--- src/rtl/audio_mixer_pkg.sv ---
// Shared types, saturation limits and width helper for the audio mixer.
package audio_mixer_pkg;

    typedef enum logic [1:0] {
        IDLE,
        MAC,
        DC,
        OUT
    } state_t;

    localparam logic signed [15:0] SAT_MAX = 16'sh7FFF;
    localparam logic signed [15:0] SAT_MIN = 16'sh8000;

    // 16x5-bit signed products are 21 bits; each doubling of sources adds one guard bit.
    function automatic int acc_width(input int num_src);
        return 21 + $clog2(num_src);
    endfunction

endpackage

--- src/rtl/audio_mixer_if.sv ---
// Source-side bundle of the mixer: sample streams and volumes in, mixed sample out.
interface audio_mixer_if #(
    parameter int NUM_SRC = 4
);
    logic [NUM_SRC*16-1:0] src_in;
    logic [NUM_SRC*4-1:0]  src_vol;
    logic                  dc_en;
    logic signed [15:0]    sound_out;
    logic                  sample_valid;
    logic                  clip;

    modport master (
        output src_in, src_vol, dc_en,
        input  sound_out, sample_valid, clip
    );

    modport slave (
        input  src_in, src_vol, dc_en,
        output sound_out, sample_valid, clip
    );
endinterface

--- src/rtl/audio_mixer_dc_blocker.sv ---
// One-pole DC-blocking high-pass filter with its own history registers.
// The feedback state carries DC_SHIFT fractional bits so small residues keep draining.
module dc_blocker #(
    parameter int X_W      = 23,
    parameter int DC_SHIFT = 10
) (
    input  logic                            clk,
    input  logic                            reset_n,
    input  logic signed [X_W-1:0]           x,
    input  logic                            load,
    input  logic                            clear,
    output logic signed [X_W+DC_SHIFT-1:0]  y
);
    localparam int Y_W = X_W + DC_SHIFT;

    logic signed [X_W-1:0] x_prev_q, x_prev_d;
    logic signed [Y_W-1:0] y_prev_q, y_prev_d;
    logic signed [Y_W-1:0] step;
    logic signed [Y_W-1:0] y_state;

    always_comb begin
        step     = Y_W'(x) - Y_W'(x_prev_q);
        y_state  = (step <<< DC_SHIFT) + y_prev_q - (y_prev_q >>> DC_SHIFT);
        y        = y_state >>> DC_SHIFT;
        x_prev_d = x_prev_q;
        y_prev_d = y_prev_q;
        if (clear) begin
            x_prev_d = '0;
            y_prev_d = '0;
        end else if (load) begin
            x_prev_d = x;
            y_prev_d = y_state;
        end
    end

    always_ff @(posedge clk or negedge reset_n) begin
        if (!reset_n) begin
            x_prev_q <= '0;
            y_prev_q <= '0;
        end else begin
            x_prev_q <= x_prev_d;
            y_prev_q <= y_prev_d;
        end
    end

endmodule

--- src/rtl/audio_mixer.sv ---
// Sample-rate mixer: snapshots all sources on each divider tick, scales them by
// per-source volume through one shared MAC, optionally DC-blocks, then saturates.
module audio_mixer
    import audio_mixer_pkg::*;
#(
    parameter int NUM_SRC    = 4,
    parameter int SAMPLE_DIV = 448,
    parameter int DC_SHIFT   = 10
) (
    input  logic         clk,
    input  logic         reset_n,
    audio_mixer_if.slave bus
);
    localparam int ACC_W = acc_width(NUM_SRC);
    localparam int Y_W   = ACC_W + DC_SHIFT;
    localparam int CNT_W = $clog2(SAMPLE_DIV);
    localparam int IDX_W = (NUM_SRC > 1) ? $clog2(NUM_SRC) : 1;
    localparam logic signed [Y_W-1:0] Y_MAX = Y_W'(SAT_MAX);
    localparam logic signed [Y_W-1:0] Y_MIN = Y_W'(SAT_MIN);

    if (SAMPLE_DIV < NUM_SRC + 4 || NUM_SRC < 1 || NUM_SRC > 8) begin : g_param_check
        $error("audio_mixer: need 1 <= NUM_SRC <= 8 and SAMPLE_DIV >= NUM_SRC+4");
    end

    logic [CNT_W-1:0]      cnt_q, cnt_d;
    logic                  tick;
    state_t                state_q, state_d;
    logic [IDX_W-1:0]      idx_q, idx_d;
    logic signed [ACC_W-1:0] acc_q, acc_d;
    logic signed [Y_W-1:0] y_q, y_d;
    logic signed [15:0]    snap_src_q [NUM_SRC];
    logic signed [15:0]    snap_src_d [NUM_SRC];
    logic [3:0]            snap_vol_q [NUM_SRC];
    logic [3:0]            snap_vol_d [NUM_SRC];
    logic signed [15:0]    sound_out_q, sound_out_d;
    logic                  sample_valid_q, sample_valid_d;
    logic                  clip_q, clip_d;

    logic signed [15:0]    cur_src;
    logic signed [4:0]     cur_vol;
    logic signed [20:0]    prod;
    logic signed [ACC_W-1:0] x_dc;
    logic signed [Y_W-1:0] y_hp;
    logic                  dc_load;
    logic                  dc_clear;

    // Free-running divider; it never waits on the FSM.
    always_comb begin
        tick  = (cnt_q == CNT_W'(SAMPLE_DIV - 1));
        cnt_d = tick ? '0 : cnt_q + 1'b1;
    end

    always_comb begin
        cur_src = snap_src_q[idx_q];
        cur_vol = $signed({1'b0, snap_vol_q[idx_q]});
        prod    = 21'(cur_src) * 21'(cur_vol);
        x_dc    = acc_q >>> 3;
    end

    dc_blocker #(
        .X_W      (ACC_W),
        .DC_SHIFT (DC_SHIFT)
    ) u_dc_blocker (
        .clk     (clk),
        .reset_n (reset_n),
        .x       (x_dc),
        .load    (dc_load),
        .clear   (dc_clear),
        .y       (y_hp)
    );

    always_comb begin
        state_d        = state_q;
        idx_d          = idx_q;
        acc_d          = acc_q;
        y_d            = y_q;
        snap_src_d     = snap_src_q;
        snap_vol_d     = snap_vol_q;
        sound_out_d    = sound_out_q;
        clip_d         = clip_q;
        sample_valid_d = 1'b0;
        dc_load        = 1'b0;
        dc_clear       = 1'b0;
        case (state_q)
            IDLE: begin
                if (tick) begin
                    for (int i = 0; i < NUM_SRC; i++) begin
                        snap_src_d[i] = bus.src_in[16*i +: 16];
                        snap_vol_d[i] = bus.src_vol[4*i +: 4];
                    end
                    acc_d   = '0;
                    idx_d   = '0;
                    state_d = MAC;
                end
            end
            MAC: begin
                acc_d = acc_q + ACC_W'(prod);
                if (idx_q == IDX_W'(NUM_SRC - 1)) begin
                    state_d = DC;
                end else begin
                    idx_d = idx_q + 1'b1;
                end
            end
            DC: begin
                // Bypassing the filter also wipes its history so re-enabling starts clean.
                if (bus.dc_en) begin
                    y_d     = y_hp;
                    dc_load = 1'b1;
                end else begin
                    y_d      = Y_W'(x_dc);
                    dc_clear = 1'b1;
                end
                state_d = OUT;
            end
            OUT: begin
                if (y_q > Y_MAX) begin
                    sound_out_d = SAT_MAX;
                    clip_d      = 1'b1;
                end else if (y_q < Y_MIN) begin
                    sound_out_d = SAT_MIN;
                    clip_d      = 1'b1;
                end else begin
                    sound_out_d = y_q[15:0];
                    clip_d      = 1'b0;
                end
                sample_valid_d = 1'b1;
                state_d        = IDLE;
            end
            default: state_d = IDLE;
        endcase
    end

    always_ff @(posedge clk or negedge reset_n) begin
        if (!reset_n) begin
            cnt_q          <= '0;
            state_q        <= IDLE;
            idx_q          <= '0;
            acc_q          <= '0;
            y_q            <= '0;
            snap_src_q     <= '{default: '0};
            snap_vol_q     <= '{default: '0};
            sound_out_q    <= '0;
            sample_valid_q <= 1'b0;
            clip_q         <= 1'b0;
        end else begin
            cnt_q          <= cnt_d;
            state_q        <= state_d;
            idx_q          <= idx_d;
            acc_q          <= acc_d;
            y_q            <= y_d;
            snap_src_q     <= snap_src_d;
            snap_vol_q     <= snap_vol_d;
            sound_out_q    <= sound_out_d;
            sample_valid_q <= sample_valid_d;
            clip_q         <= clip_d;
        end
    end

    assign bus.sound_out    = sound_out_q;
    assign bus.sample_valid = sample_valid_q;
    assign bus.clip         = clip_q;

endmodule
--- src/flat_wrapper.sv ---
// flat-port wrapper written by rule: the top's interface ports become plain ports
module audio_mixer_flat import audio_mixer_pkg::*;
#(
    parameter int NUM_SRC    = 4,
    parameter int SAMPLE_DIV = 448,
    parameter int DC_SHIFT   = 10
)
  (clk, reset_n, bus_src_in, bus_src_vol, bus_dc_en, bus_sound_out, bus_sample_valid, bus_clip);
  audio_mixer_if #(.NUM_SRC(NUM_SRC)) bus_i ();
  input  logic clk;
  input  logic reset_n;
  input wire logic [$bits(bus_i.src_in)-1:0] bus_src_in;
  input wire logic [$bits(bus_i.src_vol)-1:0] bus_src_vol;
  input wire logic [$bits(bus_i.dc_en)-1:0] bus_dc_en;
  output wire logic [$bits(bus_i.sound_out)-1:0] bus_sound_out;
  output wire logic [$bits(bus_i.sample_valid)-1:0] bus_sample_valid;
  output wire logic [$bits(bus_i.clip)-1:0] bus_clip;
  assign bus_i.src_in = bus_src_in;
  assign bus_i.src_vol = bus_src_vol;
  assign bus_i.dc_en = bus_dc_en;
  assign bus_sound_out = bus_i.sound_out;
  assign bus_sample_valid = bus_i.sample_valid;
  assign bus_clip = bus_i.clip;
  audio_mixer #(.NUM_SRC(NUM_SRC), .SAMPLE_DIV(SAMPLE_DIV), .DC_SHIFT(DC_SHIFT)) u_core (.clk(clk), .reset_n(reset_n), .bus(bus_i));
endmodule
--- config.mk ---
export PLATFORM = sky130hd
export DESIGN_NAME = audio_mixer_flat
export DESIGN_NICKNAME = d
export VERILOG_FILES = /design/src/rtl/audio_mixer_pkg.sv /design/src/rtl/audio_mixer_if.sv /design/src/rtl/audio_mixer_dc_blocker.sv /design/src/rtl/audio_mixer.sv /design/src/flat_wrapper.sv
export SDC_FILE = /design/constraint.sdc
export NUM_CORES = 1
export LEC_CHECK = 0
export CORE_ASPECT_RATIO = 1.75
export CORE_MARGIN = 5
export CORE_UTILIZATION = 24
export DETAILED_ROUTE_END_ITERATION = 8
export DONT_BUFFER_PORTS = 1
export PLACE_DENSITY_LB_ADDON = 0.05
export SLEW_MARGIN = 10
export SYNTH_ARGS = -nofsm -noshare
export SYNTH_HDL_FRONTEND = slang
export SYNTH_HIERARCHICAL = 1
export SYNTH_SLANG_ARGS = --single-unit
--- constraint.sdc ---
create_clock -name clk -period 8.5 [get_ports clk]
set_clock_uncertainty 0.05 [all_clocks]
set_input_delay 1.275 -clock clk [delete_from_list [all_inputs] [get_ports clk]]
set_output_delay 1.275 -clock clk [all_outputs]
set_load 0.02 [all_outputs]
# [After elaboration in Yosys (flattened, before gate mapping)]
# Cells that the tools add are included.
[word_totals] ff_bits=223 in_bits=83 output_inout_bits=18 word_cells=73
[op_classes] addsub=6 n_mul=1 n_lt_le_gt_ge=3 n_eq_ne=8 muxes=29 n_bitwise=1 n_reduce_logical=7
[ops] cell="33-bit two-way mux" n=3
[ops] cell="23-bit two-way mux" n=3
[ops] cell="16-bit two-way mux" n=4
[ops] cell="23-bit one-hot mux with 2 select lines" n=1
[ops] cell="33-bit adder" n=1
[ops] cell="33-bit by 16-bit greater-than comparator with 1-bit output (second input constant)" n=1
[ops] cell="33-bit by 16-bit less-than comparator with 1-bit output (second input constant)" n=1
[ops] cell="33-bit by 23-bit subtractor with 33-bit output" n=1
[ops] cell="16-bit binary-select mux with 2-bit select" n=1
[ops] cell="23-bit by 21-bit adder with 23-bit output" n=1
[ops] cell="20-bit by 23-bit subtractor with 23-bit output" n=1
[ops] cell="16-bit by 5-bit multiplier with 21-bit output" n=1
[ops] cell="9-bit by 1-bit adder with 9-bit output (second input constant)" n=1
[ops] cell="9-bit equality test (second input constant)" n=1
[ops] cell="9-bit two-way mux" n=1
[ops] cell="4-bit binary-select mux with 2-bit select" n=1
[ops] cell="2-bit two-way mux" n=4
[ops] cell="4-bit two-way mux" n=2
[ops] cell="2-bit one-hot mux with 4 select lines" n=1
[ops] cell="1-bit two-way mux" n=7
[ops] cell="2-bit equality test (second input constant)" n=3
[ops] cell="2-bit AND reduction" n=3
[ops] cell="2-bit by 1-bit inequality test with 1-bit output (second input constant)" n=2
[ops] cell="2-bit one-hot mux with 2 select lines" n=1
[ops] cell="other kinds (8)" n=9

# [Longest topological paths before layout]
# Gate-level depths: netlist (run 1).
[logic_depth] ltp_word=7 depth_mapped=26 mapped_depth_nobuf=24

# [Cells and area by module]
# The synthesis (run 1) kept the hierarchy.
[modules_own_cells] module="audio_mixer" n_inst=1 cells_per_inst=957 area_per_inst_um2=10432.5 seq_area_each_um2=4179.0
[modules_own_cells] module="dc_blocker" n_inst=1 cells_per_inst=745 area_per_inst_um2=6362.4 seq_area_each_um2=1401.3

# [Worst setup path after synthesis (run 1)]
# Ideal clock, no wire load.
[synth_path] path_kind="reg2reg" from="reg u_core.acc_q[3]" to="reg u_core.y_q[32]" setup_ns=0.077 arrival_ns=5.776 t_required_ns=8.373 setup_slack_ns=2.597 path_stages_with_launch=27 path_buffers=2 synth_period_minus_slack_ns=5.903 path_cell_list="dfrtp_1 > inv_1 > ha_1 > inv_1 > fa_1 > a21o_1 > a311o_1 > a31oi_1 > o21ai_1 > a221o_1 > a21o_1 > a21oi_1 > xor2_1 > fa_1 > inv_1 > ha_1 > clkbuf_8 > a21oi_1 > nand2_1 > nor4_1 > o31ai_1 > a2111oi_2 > nor3b_4 > xor2_1 > buf_4 > a21oi_1 > a21oi_1"
[synth_via] elab_chain_len=4
[synth_rtl] element="from (decl)" line_no="audio_mixer.sv:29" text="logic signed [ACC_W-1:0] acc_q, acc_d;"
[synth_rtl] element="from (signal assigned)" line_no="audio_mixer.sv:138" text="acc_q <= '0;"
[synth_rtl] element="from (signal assigned)" line_no="audio_mixer.sv:149" text="acc_q <= acc_d;"
[synth_rtl] element="20-bit by 23-bit subtractor with 23-bit output" line_no="audio_mixer_dc_blocker.sv:22" text="step = Y_W'(x) - Y_W'(x_prev_q);"
[synth_rtl] element="33-bit adder" line_no="audio_mixer_dc_blocker.sv:23" text="y_state = (step <<< DC_SHIFT) + y_prev_q - (y_prev_q >>> DC_SHIFT);"
[synth_rtl] element="33-bit by 23-bit subtractor with 33-bit output" line_no="audio_mixer_dc_blocker.sv:23"
[synth_rtl] element="via u_core.y_hp[22]" line_no="audio_mixer.sv:43" text="logic signed [Y_W-1:0] y_hp;"
[synth_rtl] element="33-bit two-way mux" line_no="audio_mixer.sv:106" text="if (bus.dc_en) begin"
[synth_rtl] element="to (signal assigned)" line_no="audio_mixer.sv:150" text="y_q <= y_d;"
[synth_rtl] element="to (decl)" line_no="audio_mixer.sv:30" text="logic signed [Y_W-1:0] y_q, y_d;"
# The timed path passes the listed nets, and every way through them passes these cells.
# A chain may end at the register's enable or synchronous reset.

# [Worst setup path in the final report (run 1)]
# Same ends and word-level chain as after synthesis.

==> results of run 1 <==
## per-layer routing
layer	up-vias	track usage, %	share of wire, %	wire, um
li1	5743	-	-	-
met1	5791	13.8	35	17800
met2	184	27.6	58	29700
met3	64	2.02	3.5	1780
met4	2	4.46	3.3	1690
met5	-	0	0.039	20
## stage by stage
stage | instances | instance area (um^2)
3_5_place_dp | 2541 | 17500
5_1_grt | 2591 | 18500
3_3_place_gp | 2541 | 17500
2_1_floorplan | 1702 | 16800
6_report | 2592 | 18500
4_1_cts | 2591 | 18500
## logic make-up (layout without fill, tap and decap cells)
family                   after synthesis  in the layout  synth area share [%]
AO/OA/AOI/OAI                        321            321                  12.6
adder cells (fa/ha/maj)              196            196                  18.2
flip-flops                           223            223                  33.2
other                                  0              1                     0
AND/OR/NAND/NOR                      426            426                  12.7
buffers and inverters                309            288                  8.16
XOR/XNOR                              67             67                  3.49
multiplexers                         160            160                  11.6
## final cells by class
cell class,instances,share of cell area [%]
diodes,1,0.0136
clock buffers,36,4.11
clock inverters,14,1.01
inverters,229,4.66
multi-input cells,1170,53.5
flip-flops and latches,223,30.2
well taps,910,6.17
repair buffers,9,0.366
## placed cells by master (no fill, tap or decap), types with 10 or more instances in the layout
cell,count
sky130_fd_sc_hd__xor2_1,30
sky130_fd_sc_hd__a21o_1,18
sky130_fd_sc_hd__or3_1,13
sky130_fd_sc_hd__nand2_1,72
sky130_fd_sc_hd__o22ai_1,18
sky130_fd_sc_hd__dfrtp_1,223
sky130_fd_sc_hd__o31ai_1,10
sky130_fd_sc_hd__mux2_2,82
sky130_fd_sc_hd__inv_1,229
sky130_fd_sc_hd__nor3_1,26
sky130_fd_sc_hd__mux2i_1,58
sky130_fd_sc_hd__nand4_1,14
sky130_fd_sc_hd__fa_1,80
sky130_fd_sc_hd__a211oi_1,14
sky130_fd_sc_hd__ha_1,115
sky130_fd_sc_hd__clkbuf_16,27
sky130_fd_sc_hd__o21ai_0,51
sky130_fd_sc_hd__and2_1,63
sky130_fd_sc_hd__xnor2_1,37
sky130_fd_sc_hd__mux4_2,20
sky130_fd_sc_hd__nor2b_1,10
sky130_fd_sc_hd__nand3_1,30
sky130_fd_sc_hd__nor2_1,141
sky130_fd_sc_hd__and3_1,10
sky130_fd_sc_hd__a21oi_1,116
## synth_stat cells (20+ instances only)
cell and number:
sky130_fd_sc_hd__fa_1 80, sky130_fd_sc_hd__nor3_1 26, sky130_fd_sc_hd__xor2_1 30, sky130_fd_sc_hd__o21ai_0 51, sky130_fd_sc_hd__mux2_2 82, sky130_fd_sc_hd__and2_1 64
sky130_fd_sc_hd__dfrtp_1 223, sky130_fd_sc_hd__mux4_2 20, sky130_fd_sc_hd__clkbuf_1 33, sky130_fd_sc_hd__a21oi_1 116, sky130_fd_sc_hd__xnor2_1 37, sky130_fd_sc_hd__nand2_1 72
sky130_fd_sc_hd__nor2_1 141, sky130_fd_sc_hd__mux2i_1 58, sky130_fd_sc_hd__nand3_1 30, sky130_fd_sc_hd__ha_1 116, sky130_fd_sc_hd__inv_1 229
## power breakdown
group | leakage, nW | internal, mW | total [mW] | switching [mW]
combinational | 5.06 | 0.160 | 0.387 | 0.227
clock | 0.451 | 0.748 | 1.25 | 0.506
sequential | 2.69 | 1.08 | 1.09 | 0.00909
total | 8.21 | 1.99 | 2.73 | 0.742
## state kept, by name, summed over array words and instances, names as in the netlist
| signal | cells |
|---|---|
| u_core/acc_q | 23 |
| u_core/bus.clip | 1 |
| u_core/bus.sample_valid | 1 |
| u_core/bus.sound_out | 16 |
| u_core/cnt_q | 9 |
| u_core/idx_q | 2 |
| u_core/snap_src_q | 64 |
| u_core/snap_vol_q | 16 |
| u_core/state_q | 2 |
| u_core/u_dc_blocker/x_prev_q | 23 |
| u_core/u_dc_blocker/y_prev_q | 33 |
| u_core/y_q | 33 |
## final timing paths
kind / start / endpoint / slack [ps] / depth (start not counted)
max in group asynchronous: reset_n / u_core/u_dc_blocker/y_prev_q[6] / 7710 / 0
worst max-delay path: u_core/acc_q[3] / u_core/y_q[32] / 1810 / 24
min in group clk: u_core/snap_src_q[25] / u_core/snap_src_q[25] / 450 / 1
worst min register to register: u_core/snap_src_q[25] / u_core/snap_src_q[25] / 450 / 1
worst min-delay path: reset_n / u_core/snap_vol_q[7] / 340 / 0
worst max register to register: u_core/acc_q[3] / u_core/y_q[32] / 1810 / 24
## worst register-to-register path, stage by stage (launching register included)
cell and delay [ps]:
sky130_fd_sc_hd__dfrtp_1 440, sky130_fd_sc_hd__inv_1 80, sky130_fd_sc_hd__ha_1 170, sky130_fd_sc_hd__inv_1 50, sky130_fd_sc_hd__fa_1 400, sky130_fd_sc_hd__a21o_1 210
sky130_fd_sc_hd__a311o_1 430, sky130_fd_sc_hd__a31oi_1 320, sky130_fd_sc_hd__o21ai_1 170, sky130_fd_sc_hd__a221o_1 350, sky130_fd_sc_hd__a21o_1 200, sky130_fd_sc_hd__a21oi_1 170
sky130_fd_sc_hd__xor2_1 110, sky130_fd_sc_hd__fa_1 490, sky130_fd_sc_hd__inv_1 50, sky130_fd_sc_hd__ha_1 410, sky130_fd_sc_hd__a21oi_1 190, sky130_fd_sc_hd__nand2_1 80
sky130_fd_sc_hd__nor4_1 410, sky130_fd_sc_hd__o31ai_1 210, sky130_fd_sc_hd__a2111oi_2 500, sky130_fd_sc_hd__nor3b_4 100, sky130_fd_sc_hd__xor2_1 710, sky130_fd_sc_hd__a21oi_1 170
sky130_fd_sc_hd__a21oi_1 190
==> results.txt, run 1 <==
The sum of routed wire length over all layers is 50.9 mm. Once detail routing completed, the nets flagged for antenna violations numbered 0. The synthesized area per cell is 9.87 um^2. The number of iterations in the first detailed-routing pass is 4.

Setup slack on the critical path of the routed design comes to 1810 ps. Routability-driven placement finished with a final weighted congestion of 0.823. The power per cell area is 148 nW/um^2. The final worst hold slack came out at 337 ps. The top achievable clock speed is 0.149 GHz. The root buffer cell chosen for the clock tree is sky130_fd_sc_hd__clkbuf_16. After synthesis, the cell types taking the most area are sky130_fd_sc_hd__dfrtp_1 (33%), sky130_fd_sc_hd__fa_1 (9.5%), sky130_fd_sc_hd__ha_1 (8.6%). The number of global-route vias before repair is 12862. The share of the clock period used by the worst path after layout is 78.8%.

The total global routing track utilization is 13.6%. The largest area contributor in the synthesized netlist is sky130_fd_sc_hd__dfrtp_1. The arrival time at the worst endpoint is 7150 ps. The post-detailed-route DRC marker count came out at 0.

The chip width came out at 210 um. Setup repair after global routing left no endpoint under its margin. The worst-case clock buffer depth came out at 3. The count of buffers added on input and output ports is 0. The final count of negative-setup-slack endpoints is 0. The sequential share of the synthesized area came out at 33.2%. The kind of start point of the critical path is a flop. The top-level I/O count came out at 101.

The worst slack at placement came out at 1790 ps. The number of sinks driven by the clock tree is 223. Among the stages of the critical path, the cell type that occurs most often is sky130_fd_sc_hd__a21oi_1. The most used flip-flop cell after synthesis is sky130_fd_sc_hd__dfrtp_1. Max-cap violations in this run came to 0. The worst setup path is of the flop to flop kind. The max-slew violation total from the final report came to 0.

The top fanout value on the critical path is 11. The total nets after synthesis came out at 1981. The count of filler cells inserted in the layout came out at 7493. Yosys printed 6 warnings. The first global-routing pass estimated 79.5 mm of wire. The count of nets after finishing came out at 1939. The top-area cell type share of the netlist area came out at 33.2%. Walking the worst path, the cells encountered are inv_1 > ha_1 > inv_1 > fa_1 > a21o_1 > a311o_1 > a31oi_1 > o21ai_1 > a221o_1 > a21o_1 > a21oi_1 > xor2_1 > fa_1 > inv_1 > ha_1 > a21oi_1 > nand2_1 > nor4_1 > o31ai_1 > a2111oi_2 > nor3b_4 > xor2_1 > a21oi_1 > a21oi_1. In the final layout, the share of cells above drive strength 1 is 11.4%. Counting every instance in the synthesized netlist gives 1702.

The total count of hold-check failures in the final report was 0. The overall die area is 75600 um^2. The time the worst path needs with I/O delays and setup came out at 6700 ps. The H-tree depth came out at 1. For this block, the via count after detailed routing is 11784. After detailed routing, the number of vias per cell comes to 4.55. The initial antenna violation count is 1.

STA classifies the critical path endpoint as a flop. IR analysis of the VDD net gives a maximum drop of 136 uV. The accumulated negative setup slack is 0 ps. After floorplanning, the core was divided into 128 placement rows. The data required time at the worst endpoint is 8950 ps. Cells fill 26.6% of the core in the end. The global route total overflow came out at 0. The transition time at the pin with the least slew margin came out at 1090 ps.

The run finished with clean final reports. The tightest min-delay check is of the input port to asynchronous set/reset pin type. The leakage power is 8.21 nW. The die is 360 um tall.

For the worst-skew pair, the clock arrives at the later sink with an insertion delay of 580 ps. The clock-pin slew reported for the worst setup and hold paths after clock tree synthesis is 60 ps. The number of design-rule violations left by the first detailed-router iteration is 456. The number of buffers and inverters on the critical path is 3. Across the whole layout, storage elements account for 5580 um^2. The worst max-slew margin expressed relative to the limit came out at 27.2%. The setup fix buffers added after clock tree synthesis is 0. Detailed placement finished with a half-perimeter wire length of 39.7 mm.

In this run, synthesis inferred 0 flip-flops with an integrated enable. The peak per-stage delay on the critical path came out at 710 ps. The synthesized area is 16800 um^2.

The total of hold buffers inserted after clock tree synthesis is 0. For this design, the slowest cell found on the critical path is sky130_fd_sc_hd__xor2_1. In this design, the largest share of critical-path delay is due to compound AO/OA/AOI/OAI gates. TritonCTS built the clock tree. The initial core utilization is 24.2%. The footprint of the multi-input gates came out at 9870 um^2. The number of buffers created by CTS is 27. The flop and latch count out of synthesis came out at 223. The core box area is 69500 um^2. The number of distinct standard cells referenced by the synthesized netlist came out at 83. The average routed wire per standard cell came out at 19.7 um. The post-cts gate resize count came out at 0.

The largest net degree at the start of global routing is 224. The area growth from synthesis to layout is 9.94%. The design draws 2.73 mW. The proportion of synthesized flip-flops having asynchronous set or reset came out at 100%.
Power figures use the tool's default switching activity.
==> inputs of run 2 (changes only) <==
==> constraint.sdc (replaced) <==
create_clock -name clk -period 5.92 [get_ports clk]
set_clock_uncertainty 0.05 [all_clocks]
set_input_delay 0.888 -clock clk [delete_from_list [all_inputs] [get_ports clk]]
set_output_delay 0.888 -clock clk [all_outputs]
set_load 0.02 [all_outputs]
==> run 2 against run 1 <==
The flow now finishes with violations (hold timing). Count of clock-buffer cells in the layout up 4. Power rose by 47%. Utilization grew 0.95 points. Non-clock buffer count up 65. Via count is 1.2% higher. Die area did not move. Combinational power increased by 45%. Sequential share of layout area down 1.0 points. Final area increased by 3.6%. Sequential power increased by 44%.
==> results.txt, run 2 (synthesis results as in run 1) <==
Result of the run: finished, violations left (was finished clean). The checks that failed: hold timing. The post-DP HPWL was 40.3 mm (was 39.7 mm). The endpoint class of the critical path is a flop (unchanged).

The top achievable clock speed is 0.179 GHz (was 0.149 GHz). The total vias in the final route is 11927 (was 11784). The core box area came out at 69500 um^2 (unchanged). The master of the slowest instance on the critical path is sky130_fd_sc_hd__fa_1 (was sky130_fd_sc_hd__xor2_1). Setup repair after global routing missed its margin: no (unchanged).

The CTS root buffer was sky130_fd_sc_hd__clkbuf_16 (unchanged). The number of nets with antenna violations after detailed routing is 0 (unchanged). The length in cells of the worst reg-to-reg path is 27 (was 24).

The flip-flop count of the largest register, all copies and words added is 64 (unchanged). The share of the clock period used by the worst path after layout came out at 94.4% (was 78.8%). The antenna diode count came to 0 (was 1). The count of filler cells inserted in the layout was 7422 (was 7493). The clock-pin slew reported for the worst setup and hold paths after clock tree synthesis was 60 ps (about the same).

The area growth from synthesis to layout came out at 13.9% (was 9.94%). The cell occurring most often along the worst timing path was sky130_fd_sc_hd__a21oi_1 (unchanged). The height of the die came out at 360 um (unchanged). The cell area after layout came out at 19100 um^2 (was 18500 um^2). The chip width is 210 um (unchanged). The leakage power is 8.59 nW (was 8.21 nW). The overall die area is 75600 um^2 (unchanged).

The max-slew violation total from the final report came out at 0 (unchanged). The global-route wire length before repair is 80.3 mm (was 79.5 mm). The worst max-slew margin expressed relative to the limit came out at 22.7% (was 27.2%). The number of port buffers came out at 0 (unchanged). The path type of the worst min-delay path was input port to asynchronous set/reset pin (unchanged).

The top-level I/O count is 101 (unchanged). The data required time at the worst endpoint was 6290 ps (was 8950 ps). The share of final-layout standard cells stronger than drive strength 1 came out at 15.3% (was 11.4%). The peak per-stage delay on the critical path is 430 ps (was 710 ps). The total global routing track utilization came out at 13.7% (was 13.6%).

The number of sinks driven by the clock tree came out at 223 (unchanged). The TritonCTS clock tree is done (unchanged). The average routed wire per standard cell was 19.5 um (was 19.7 um). The type of the worst setup path was flop to flop (unchanged). Registers with the highest flip-flop counts: u_core/snap_src_q (64), u_core/u_dc_blocker/y_prev_q (33), u_core/y_q (33) (unchanged).

The kind of start point of the critical path was a flop (unchanged). The power per cell area is 210 nW/um^2 (was 148 nW/um^2). The total number of placement rows is 128 (unchanged). The arrival time at the worst endpoint is 5950 ps (was 7150 ps). The total count of hold-check failures in the final report is 100 (was 0). The count of cell instances traversed by the critical path is 27 (was 24).

The top fanout value on the critical path is 11 (unchanged). The count of placed standard cells in the final layout, fillers left out is 2656 (was 2592). The count of nets after finishing came out at 2005 (was 1939). Commonest cells after routing, fill and taps aside: sky130_fd_sc_hd__inv_1 (229), sky130_fd_sc_hd__dfrtp_1 (223), sky130_fd_sc_hd__nor2_1 (140), sky130_fd_sc_hd__a21oi_1 (115), sky130_fd_sc_hd__ha_1 (114) (was sky130_fd_sc_hd__inv_1 (229), sky130_fd_sc_hd__dfrtp_1 (223), sky130_fd_sc_hd__nor2_1 (141), sky130_fd_sc_hd__a21oi_1 (116), sky130_fd_sc_hd__ha_1 (115)). The most common cell after layout, fill and taps aside was sky130_fd_sc_hd__inv_1 (unchanged).

The latest clock arrival within the worst-skew pair is 580 ps (about the same). The H-tree depth came out at 1 (unchanged). The final estimated routing congestion in global placement is 0.827 (was 0.823). The number of design-rule violations left by the first detailed-router iteration is 344 (was 456).

The post-place instance area is 18000 um^2 (was 17500 um^2). The max-cap violation count is 0 (unchanged). The kind of cell adding the most delay to the critical path was compound AO/OA/AOI/OAI gates (unchanged). The sum of routed wire length over all layers is 51.7 mm (was 50.9 mm).

The overall power consumption came out at 4.01 mW (was 2.73 mW). The initial core utilization came out at 24.2% (unchanged). The time the worst path needs with I/O delays and setup was 5590 ps (was 6700 ps). The initial antenna violation count is 1 (unchanged). The accumulated negative setup slack came out at 0 ps (unchanged). The worst-case clock buffer depth came out at 3 (unchanged). The transition time at the pin with the least slew margin came out at 1160 ps (was 1090 ps). The number of iterations in the first detailed-routing pass came out at 4 (unchanged).

The number of buffers and inverters on the critical path came out at 6 (was 3). The register with the most flip-flops was u_core/snap_src_q (unchanged). The number of buffers created by CTS is 28 (was 27). The number of global-route vias before repair is 13216 (was 12862). The final count of negative-setup-slack endpoints came out at 0 (unchanged). The global route total overflow is 0 (unchanged). The vias per cell is 4.49 (was 4.55). The largest net degree at the start of global routing is 224 (unchanged). The final worst hold slack came out at -42.6 ps (was 337 ps).

The maximum vdd ir drop is 233 uV (was 136 uV). The post-detailed-route DRC marker count came out at 0 (unchanged). The placed instance count is 2605 (was 2541).
## run 2: changes by cell type in the layout (fill, tap and decap cells not counted), sizes merged
| cell | change |
|---|---|
| buf | +65 |
| clkbuf | +4 |
| clkinvlp | -2 |
| clkinv | -1 |
| diode | -1 |
| inv | -1 |
## run 2: layout make-up
class | count | area [um^2] | share of cell area, %
sequential | 223 | 5580 | 29.2
clock buffer | 40 | 847 | 4.43
clock inverter | 10 | 165 | 0.864
inverter | 229 | 860 | 4.49
timing repair buffer | 74 | 593 | 3.10
tap | 910 | 1140 | 5.95
multi-input combinational | 1170 | 9940 | 52.0
## run 2: metrics by stage
stage                     setup WS, ps  utilization (%)
after floorplan                   16.6                -
after detailed placement          -480             25.9
after global placement            -463             25.9
final                              333             27.5
after CTS                         44.6             27.4
after global routing              6.26             27.5
## run 2: power by group
| part | internal [mW] | switching [mW] |
|---|---|---|
| sequential | 1.55 | 0.0135 |
| clock | 1.16 | 0.722 |
| combinational | 0.240 | 0.323 |
| total | 2.96 | 1.06 |
## run 2: worst paths after layout
kind                                       start                               to  slack (ps)
setup / recovery                 u_core/acc_q[3]                   u_core/y_q[22]         330
hold / removal                           reset_n             u_core/snap_vol_q[1]         -40
min in group clk                  bus_src_in[18]            u_core/snap_src_q[34]         410
max in group asynchronous                reset_n  u_core/u_dc_blocker/x_prev_q[0]        5580
setup reg to reg                 u_core/acc_q[3]                   u_core/y_q[22]         330
hold reg to reg            u_core/snap_src_q[46]            u_core/snap_src_q[46]         450
## run 2: routing by layer
metal | vias up | wire length, um | track usage [%] | share of wire [%]
li1 | 5870 | - | - | -
met5 | - | 20 | 0 | 0.039
met1 | 5797 | 18100 | 13.8 | 35
met4 | 2 | 2120 | 5.35 | 4.1
met2 | 188 | 29600 | 27.5 | 57
met3 | 70 | 1790 | 2.26 | 3.5
## run 2: timing repair
action / 4_1_cts / 5_1_grt
endpoints found under the setup margin: 11 / 12
gates resized for setup: 4 / 9
pin swaps: 2 / 8
buffers inserted: 1 / 0
hold endpoints to repair: 223 / 223
==> inputs of run 3 (changes only) <==
--- a/config.mk
+++ b/config.mk
@@ -7,7 +7,8 @@
 export LEC_CHECK = 0
 export CORE_ASPECT_RATIO = 1.75
 export CORE_MARGIN = 5
-export CORE_UTILIZATION = 24
+export CORE_UTILIZATION = 55
+export CTS_BUF_LIST = sky130_fd_sc_hd__clkbuf_4
 export DETAILED_ROUTE_END_ITERATION = 8
 export DONT_BUFFER_PORTS = 1
 export PLACE_DENSITY_LB_ADDON = 0.05
==> run 3 against run 2 <==
The run now ends clean. Register-to-register slack barely moved. First-iteration DRC count up 33%. Die area decreased by 55%. Flip-flop and latch count unchanged. Critical path depth down 1. Critical endpoint unchanged. Largest power group is now registers.
==> results.txt, run 3 (synthesis results as in run 1) <==
The master of the slowest instance on the critical path is sky130_fd_sc_hd__fa_1 (unchanged). The kind of cell adding the most delay to the critical path was compound AO/OA/AOI/OAI gates (unchanged). The cell occurring most often along the worst timing path is sky130_fd_sc_hd__a21oi_1 (unchanged). The largest net degree at the start of global routing came out at 224 (unchanged). The number of design-rule violations left by the first detailed-router iteration was 459 (was 344). The clock-pin slew reported for the worst setup and hold paths after clock tree synthesis was 70 ps (was 60 ps). The peak per-stage delay on the critical path was 480 ps (was 430 ps).

The worst-case clock buffer depth was 3 (unchanged). The core box area is 30200 um^2 (was 69500 um^2). The met2 usage in global routing came to 44.5% (was 27.5%). The worst max-slew margin expressed relative to the limit is 12.8% (was 22.7%).

The number of buffers and inverters on the critical path is 5 (was 6). The chip width is 142 um (was 210 um). The total number of placement rows is 84 (was 128). The most heavily used metal layer in global routing was met2 (unchanged).

The count of nets after finishing came out at 1997 (was 2005). The data required time at the worst endpoint was 6530 ps (was 6290 ps). The overall power consumption came to 3.55 mW (was 4.01 mW). The register with the most flip-flops is u_core/snap_src_q (unchanged). The final count of negative-setup-slack endpoints came out at 0 (unchanged).

The transition time at the pin with the least slew margin is 1310 ps (was 1160 ps). The endpoint class of the critical path was a flop (unchanged). The sum of routed wire length over all layers came out at 39.5 mm (was 51.7 mm). The number of sinks driven by the clock tree is 223 (unchanged). The CTS root buffer is sky130_fd_sc_hd__clkbuf_4 (was sky130_fd_sc_hd__clkbuf_16). The leakage power was 8.37 nW (was 8.59 nW).

The post-detailed-route DRC marker count is 0 (unchanged). The share of the clock period used by the worst path after layout came out at 94.5% (was 94.4%). The area growth from synthesis to layout came to 6.88% (was 13.9%).

The path type of the worst min-delay path is input port to asynchronous set/reset pin (unchanged). The flip-flop count of the largest register, all copies and words added came out at 64 (unchanged). The arrival time at the worst endpoint is 6210 ps (was 5950 ps). The max-cap violation count is 0 (unchanged). The most common cell after layout, fill and taps aside is sky130_fd_sc_hd__inv_1 (unchanged). The vias per cell is 5.62 (was 4.49). The global-route wire length before repair came to 64.9 mm (was 80.3 mm).

The total count of hold-check failures in the final report came to 0 (was 100). The number of iterations in the first detailed-routing pass came out at 5 (was 4). The height of the die is 241 um (was 360 um).

The footprint of the multi-input gates is 9930 um^2 (was 9940 um^2). The number of buffers created by CTS came out at 57 (was 28). The global route total overflow is 0 (unchanged).

The number of global-route vias before repair is 12806 (was 13216). The total vias in the final route came out at 12119 (was 11927). The type of the worst setup path is flop to flop (unchanged). The top fanout value on the critical path is 5 (was 11). The count of filler cells inserted in the layout is 2686 (was 7422). The final estimated routing congestion in global placement came out at 0.956 (was 0.827).

Commonest cells after routing, fill and taps aside: sky130_fd_sc_hd__inv_1 (229), sky130_fd_sc_hd__dfrtp_1 (222), sky130_fd_sc_hd__nor2_1 (141), sky130_fd_sc_hd__a21oi_1 (115), sky130_fd_sc_hd__ha_1 (115) (was sky130_fd_sc_hd__inv_1 (229), sky130_fd_sc_hd__dfrtp_1 (223), sky130_fd_sc_hd__nor2_1 (140), sky130_fd_sc_hd__a21oi_1 (115), sky130_fd_sc_hd__ha_1 (114)). Setup repair after global routing missed its margin: no (unchanged). Registers with the highest flip-flop counts: u_core/snap_src_q (64), u_core/u_dc_blocker/y_prev_q (33), u_core/y_q (33) (unchanged).

The max-slew violation total from the final report was 0 (unchanged). The initial core utilization came out at 55.7% (was 24.2%). The utilization after layout came out at 59.5% (was 27.5%).

The kind of start point of the critical path is a flop (unchanged). The overall die area came out at 34300 um^2 (was 75600 um^2). The share of final-layout standard cells stronger than drive strength 1 came out at 15.3% (about the same). The met3 routing resource usage after global routing came out at 4.32% (was 2.26%). The global routing usage on met1 was 24.8% (was 13.8%). The top achievable clock speed is 0.179 GHz (about the same). The latest clock arrival within the worst-skew pair came to 730 ps (was 580 ps). The maximum vdd ir drop came to 223 uV (was 233 uV). The TritonCTS clock tree is done (unchanged). The average routed wire per standard cell was 18.4 um (was 19.5 um). The number of nets with antenna violations after detailed routing is 0 (unchanged).

The total global routing track utilization came out at 23.8% (was 13.7%). The number of port buffers is 0 (unchanged). The time the worst path needs with I/O delays and setup came out at 5600 ps (was 5590 ps).

The top-level I/O count is 101 (unchanged). Result of the run: finished clean (was finished, violations left). The post-DP HPWL is 30.3 mm (was 40.3 mm). The worst reg-to-reg setup slack is 320 ps (was 330 ps). The initial antenna violation count was 1 (unchanged).

The power per cell area is 198 nW/um^2 (was 210 nW/um^2). The H-tree depth is 2 (was 1). The area occupied by registers came out at 5580 um^2 (about the same).
-- run 3: cell types whose count changed in the layout (fill, tap and decap cells not counted), moves of 2 or more --
cell	change
sky130_fd_sc_hd__buf_12	-2
sky130_fd_sc_hd__buf_4	-37
sky130_fd_sc_hd__clkbuf_1	-3
sky130_fd_sc_hd__clkbuf_16	-29
sky130_fd_sc_hd__clkbuf_4	+77
sky130_fd_sc_hd__clkbuf_8	-8
sky130_fd_sc_hd__clkinv_1	+17
sky130_fd_sc_hd__clkinv_2	+8
sky130_fd_sc_hd__clkinvlp_4	-2
-- run 3: power breakdown --
group	switching, mW	internal, mW	leakage (nW)
clock	0.668	0.746	0.463
combinational	0.339	0.234	5.22
sequential	0.0133	1.55	2.69
-- run 3: area by class of cell --
| type | instances | share of cell area, % |
|---|---|---|
| well taps | 387 | 2.70 |
| repair buffers | 36 | 1.69 |
| flip-flops and latches | 223 | 31.1 |
| diodes | 1 | 0.0139 |
| clock buffers | 77 | 3.22 |
| inverters | 229 | 4.79 |
| multi-input cells | 1171 | 55.3 |
| clock inverters | 31 | 1.20 |
-- run 3: metrics by stage --
step	TNS (ps)	std cells	setup slack [ps]	hold slack (ps)	cell area (um^2)
after CTS	0	2152	9.29	155	17900
final	0	2155	324	100	17900
after global placement	-1460	2043	-138	433	17000
after floorplan	0	1702	16.6	423	16800
after detailed placement	-2010	2043	-221	438	17000
after global routing	0	2155	1.55	193	17900
-- run 3: worst paths after layout --
check | start | endpoint | depth (start not counted)
min in group clk | bus_src_in[43] | u_core/snap_src_q[27] | 1
max in group asynchronous | reset_n | u_core/acc_q[2] | 1
worst min-delay path | reset_n | u_core/u_dc_blocker/y_prev_q[4] | 1
worst max register to register | u_core/acc_q[3] | u_core/y_q[22] | 26
worst max-delay path | u_core/acc_q[3] | u_core/y_q[22] | 26
worst min register to register | u_core/snap_src_q[21] | u_core/snap_src_q[21] | 1
-- run 3: timing repair --
| action | CTS | global route |
|---|---|---|
| setup endpoints to repair | 11 | 14 |
| gates resized for setup | 1 | 7 |
| gates cloned | 0 | 1 |
| buffers inserted | 0 | 1 |
| hold buffers | 1 | 0 |
| endpoints found under the hold margin | 223 | 0 |
| pin swaps | 0 | 4 |
-- run 3: worst reg2reg max path, delay by kind of cell (launching register included) --
| kind | cells | cell delay (ps) |
|---|---|---|
| AO/OA/AOI/OAI | 13 | 2560 |
| adder cells (fa/ha/maj) | 4 | 1370 |
| buffers and inverters | 5 | 480 |
| flip-flops | 1 | 370 |
| AND/OR/NAND/NOR | 2 | 370 |
| XOR/XNOR | 2 | 340 |
-- run 3: layer usage --
layer	vias up	wire, um
li1	5889	-
met1	5889	14400
met2	248	21400
met3	93	1570
met4	0	2270
met5	-	0
